[src/rtl/adder_tree_scheduler.sv]
// Round-robin scheduler that time-shares one external adder tree between two requesters,
// accumulating PASSES beats per job into a single result.
module adder_tree_scheduler #(
    parameter  int data_depth = 8,
    parameter  int ArrL       = 4,
    parameter  int PASSES     = 4,
    localparam int sumDepth   = $clog2(ArrL) + data_depth,
    localparam int accDepth   = sumDepth + $clog2(PASSES)
) (
    input  logic                       clk,
    input  logic                       rst,
    input  logic                       req0_valid,
    input  logic [data_depth*ArrL-1:0] req0_data,
    output logic                       req0_ready,
    input  logic                       req1_valid,
    input  logic [data_depth*ArrL-1:0] req1_data,
    output logic                       req1_ready,
    output logic [data_depth*ArrL-1:0] tree_din,
    input  logic [sumDepth-1:0]        tree_sum,
    output logic                       out_valid,
    output logic [accDepth-1:0]        out_sum,
    output logic                       out_id,
    input  logic                       out_ready
);

    localparam int CNT_W = $clog2(PASSES + 1);
    localparam logic [CNT_W-1:0] LAST_BEAT = CNT_W'(PASSES - 1);

    // state | meaning
    // IDLE  | arbitrate between valid requesters
    // ACCUM | accept PASSES beats from the granted requester
    // DONE  | hold result until out_ready
    typedef enum logic [1:0] {IDLE, ACCUM, DONE} state_t;

    state_t               state;
    state_t               state_nxt;
    logic                 grant_id;
    logic                 grant_nxt;
    logic                 last_id;
    logic [accDepth-1:0]  acc;
    logic [CNT_W-1:0]     beat_cnt;
    logic                 beat_fire;

    assign beat_fire  = (state == ACCUM) && (grant_id ? req1_valid : req0_valid);
    assign req0_ready = (state == ACCUM) && !grant_id;
    assign req1_ready = (state == ACCUM) && grant_id;
    assign tree_din   = (state == ACCUM) ? (grant_id ? req1_data : req0_data) : '0;
    assign out_valid  = (state == DONE);
    assign out_sum    = (state == DONE) ? acc : '0;
    assign out_id     = (state == DONE) && grant_id;

    always_comb begin
        state_nxt = state;
        grant_nxt = grant_id;
        case (state)
            IDLE: begin
                if (req0_valid || req1_valid) begin
                    state_nxt = ACCUM;
                    // on a tie, serve whoever was not served last
                    if (req0_valid && req1_valid)
                        grant_nxt = ~last_id;
                    else
                        grant_nxt = req1_valid;
                end
            end
            ACCUM: begin
                if (beat_fire && (beat_cnt == LAST_BEAT))
                    state_nxt = DONE;
            end
            DONE: begin
                if (out_ready)
                    state_nxt = IDLE;
            end
            default: state_nxt = IDLE;
        endcase
    end

    always_ff @(posedge clk or posedge rst) begin
        if (rst) begin
            state    <= IDLE;
            grant_id <= 1'b0;
            last_id  <= 1'b1;
            acc      <= '0;
            beat_cnt <= '0;
        end else begin
            state    <= state_nxt;
            grant_id <= grant_nxt;
            if (state == IDLE && state_nxt == ACCUM)
                beat_cnt <= '0;
            if (beat_fire) begin
                acc      <= (beat_cnt == '0) ? accDepth'(tree_sum) : acc + accDepth'(tree_sum);
                beat_cnt <= beat_cnt + CNT_W'(1);
            end
            if (state == DONE && out_ready)
                last_id <= grant_id;
        end
    end

endmodule

[config.mk]
export PLATFORM = sky130hd
export DESIGN_NAME = adder_tree_scheduler
export DESIGN_NICKNAME = d
export VERILOG_FILES = /design/src/rtl/adder_tree_scheduler.sv
export SDC_FILE = /design/constraint.sdc
export NUM_CORES = 1
export LEC_CHECK = 0
export CAP_MARGIN = 20
export CORE_MARGIN = 10
export CORE_UTILIZATION = 50
export CTS_BUF_LIST = sky130_fd_sc_hd__clkbuf_4
export CTS_CLUSTER_SIZE = 30
export DETAILED_ROUTE_END_ITERATION = 7
export DONT_BUFFER_PORTS = 1
export GPL_TIMING_DRIVEN = 0
export PLACE_DENSITY = 0.76
export SYNTH_ARGS = -nofsm -noshare
export SYNTH_HDL_FRONTEND = slang
export SYNTH_SLANG_ARGS = --single-unit
[constraint.sdc]
create_clock -name clk -period 4.42 [get_ports clk]
set_input_delay 0.884 -clock clk [delete_from_list [all_inputs] [get_ports clk]]
set_output_delay 0.884 -clock clk [all_outputs]
set_load 0.01 [all_outputs]
==> qor.csv <==
stage;metric;value;unit
drt;vias_per_cell;6.31;
yosys;synth_area_per_cell;8.20;um^2
final_layout;final_util;0.540;
worst_hold_path;min-delay-start;acc[3];
power;p_clk_frac;0.066;
power;total_power;1570;uW
worst_setup_path;critPathBufInv;2;
place;dp_hpwl;4960;um
clocking;cts_buffer_depth;2;
clocking;clkSlewWorstSetupHoldPaths;120;ps
sta;tightest_slew;802;ps
power;p_sw_frac;0.523;
worst_setup_path;crit_type;flop to primary output;
drt;route.vias.total;1779;
yosys;synthArstFlopShare;1.00;
clocking;cts_tree;yes;
yosys;synth_edf_count;0;
yosys;syn-num-nets;323;
clocking;h-tree-depth;1;
power;power_switching;819;uW
drt;wire_per_inst;21.6;um
power;p_per_area;792;nW/um^2
final_layout;nNetsFinal;328;
flow_run;drv_cap;0;
drt;firstDrtPassIters;4;
place;io_buffers;0;
floorplan;io_pins;127;
drt;drtAntennaViolNets;0;
sta;fmax;0.357;GHz
final_layout;areaGrowthSynthToFinish;4.77;%
final_layout;diodes;0;
clocking;root_buffer;clkbuf_4;
worst_setup_path;slowest_delay;410;ps
floorplan;initial_core_util;0.515;
worst_hold_path;hp-class;flop to flop;
clocking;cts.sinks;19;
sta;relSlewSlack;0.464;
floorplan;dieWidth;81.4;um
clocking;postCtsHoldBufs;0;
yosys;syn_area;1890;um^2
global_route;grt_pass1_vias;1679;
worst_setup_path;crit_family;buffers and inverters;
power;ir_worst_vdd;272;uV
yosys;yosysSeqAreaShare;0.253;
power;p_seq_frac;0.208;
floorplan;fp.coreArea;3660;um^2
sta;layout_setup_ws;1620;ps
final_layout;num-fill-cells;350;
yosys;yosys_most_used_dff;dfrtp_1;
drt;drc;0;
worst_setup_path;end_kind;primary output;
sta;period_needed;2800;ps
drt;wl;6090;um
worst_setup_path;cp.required;3540;ps
floorplan;rows;22;
global_route;grt_pass1_wl;8810;um
global_route;grt_max_degree;20;
global_route;grt.total_usage;0.164;
yosys;yosysTopAreaCellShare;0.239;
worst_hold_path;hold_path_end;acc[3];
floorplan;die_area;6630;um^2
yosys;ys_top_cells_by_area;dfrtp_1 24%, a22o_1 15%, ha_1 8.6%, a21oi_1 4.8%, and2_1 4.6%;
place;routabilityCongestion;0.859;
worst_setup_path;start_kind;flop;
final_layout;drive_gt1_frac;0.0940;
yosys;yosysTopAreaCell;dfrtp_1;
global_route;antenna_found_initial;0;
yosys;syn_inst;230;
power;power_leakage;0.000897;uW
worst_setup_path;r2r-start;acc[0];
drt;first_iter_violations;110;
outcome;outcome;completed;
sta;maxSlewViolCount;0;
yosys;yosys_warnings;0;
worst_setup_path;cp_max_fo;10;
power;p_int;747;uW
worst_setup_path;reg2reg_slack;2300;ps
global_route;grt-ovfl-total;0;
place;dp_slack;1860;ps
worst_setup_path;r2r_cells;8;
power;combPwrFrac;0.726;
worst_setup_path;path_cells;and2b_2, and2b_1, buf_2, clkbuf_1, a22o_1;
worst_setup_path;reg2reg_to;acc[8];
yosys;synth_seq_cells;19;
sta;fin_crit_sh;0.634;
sta;tns;0;ps
sta;fin_skew;8.57;ps
yosys;synth_cell_types;47;
sta;hold_violations;0;
sta;rsz0062_at_grt;no;
worst_setup_path;worstPathArrival;1920;ps
clocking;clkLatencyLatePin;320;ps
worst_setup_path;slowest_stage;dfrtp_1;
clocking;post_cts_buffers;0;
floorplan;fp.dieH;81.4;um
clocking;cts.repair.resized;0;
sta;setup_violations;0;
worst_hold_path;min_path_cells;2;
clocking;cts_made_buffers;3;
[layout make-up]
cell class | instances | area [um^2] | area share
multi-input combinational | 184 | 1290 | 0.653
sequential | 19 | 477 | 0.241
buffer | 17 | 81.3 | 0.0411
tap | 48 | 60.1 | 0.0304
inverter | 10 | 37.5 | 0.0190
clock buffer | 4 | 30.0 | 0.0152
[how the worst max path moves through the flow]
stage                         endpoint        start  depth (start not counted)
final                     tree_din[10]     state[1]                          5
after global routing      tree_din[10]     state[1]                          5
after CTS                 tree_din[10]     state[1]                          5
after detailed placement        acc[8]  tree_sum[0]                          8
after global placement          acc[8]  tree_sum[0]                          8
after floorplan                 acc[8]  tree_sum[0]                          8
[per-stage QoR]
step	cells	hold slack (ps)	instance area, um^2
CTS	282	528	1980
global route	282	557	1980
detailed placement	278	499	1950
global placement	278	488	1950
floorplan	230	467	1890
finish	282	524	1980
[routing by layer]
metal | wire (um) | global-route usage
met1 | 2370 | 0.203
met2 | 2950 | 0.261
met3 | 709 | 0.0699
met4 | 55 | 0.0329
met5 | 0 | 0
[worst register-to-register path, cell delays in order (launching register included)]
cell and delay [ps]:
dfrtp_1 390, ha_1 220, inv_1 70, fa_1 390
nor2b_1 230, o21a_1 180, o211ai_1 130, a2111o_1 380
nand3_1 80
[sequential cells by signal, summed over array words and instances (netlist names)]
signal and count:
acc 12, beat_cnt 3, grant_id 1, last_id 1
state 2
[cells in the mapped netlist, types with 3 or more instances]
library cell,count
dfrtp_1,18
a21o_1,4
nor2b_1,5
nand3_1,11
nor2_1,14
and3_1,4
buf_2,8
o21bai_1,3
clkbuf_1,7
nand2_1,15
nand4_1,3
or3_1,3
o21ai_0,7
inv_1,10
nor3_1,5
and2_1,14
a22o_1,32
a21oi_1,18
o21ai_1,3
ha_1,13
[logic make-up after synthesis]
group | share of synthesized area
compound gates | 0.344
simple gates | 0.219
buf+inv | 0.0630
flops | 0.253
fa+ha+maj | 0.0968
mux | 0.0245
[cell usage in the layout, fill, tap and decap left out, types with 2 or more instances in the layout]
master     n
a2111o_1   2
a211oi_1   2
a21o_1     4
a21oi_1   18
a22o_1    32
a31oi_1    2
a41oi_1    2
and2_1    14
and3_1     4
buf_2      8
clkbuf_1   7
clkbuf_4   4
dfrtp_1   18
ha_1      13
inv_1     10
mux2i_1    2
nand2_1   15
nand3_1   11
nand4_1    3
nor2_1    14
nor2b_1    5
nor3_1     5
o211ai_1   2
o21ai_0    7
o21ai_1    3
o21bai_1   3
or3_1      3
[power groups by stage]
stage / Clock [uW] / Sequential, uW / Combinational, uW
3_5_place_dp: 0 / 329 / 1130
6_report: 103 / 326 / 1140
2_1_floorplan: 0 / 310 / 934
3_3_place_gp: 0 / 323 / 1110
4_1_cts: 107 / 325 / 1140
5_1_grt: 112 / 340 / 1270
Power figures use the tool's default switching activity.
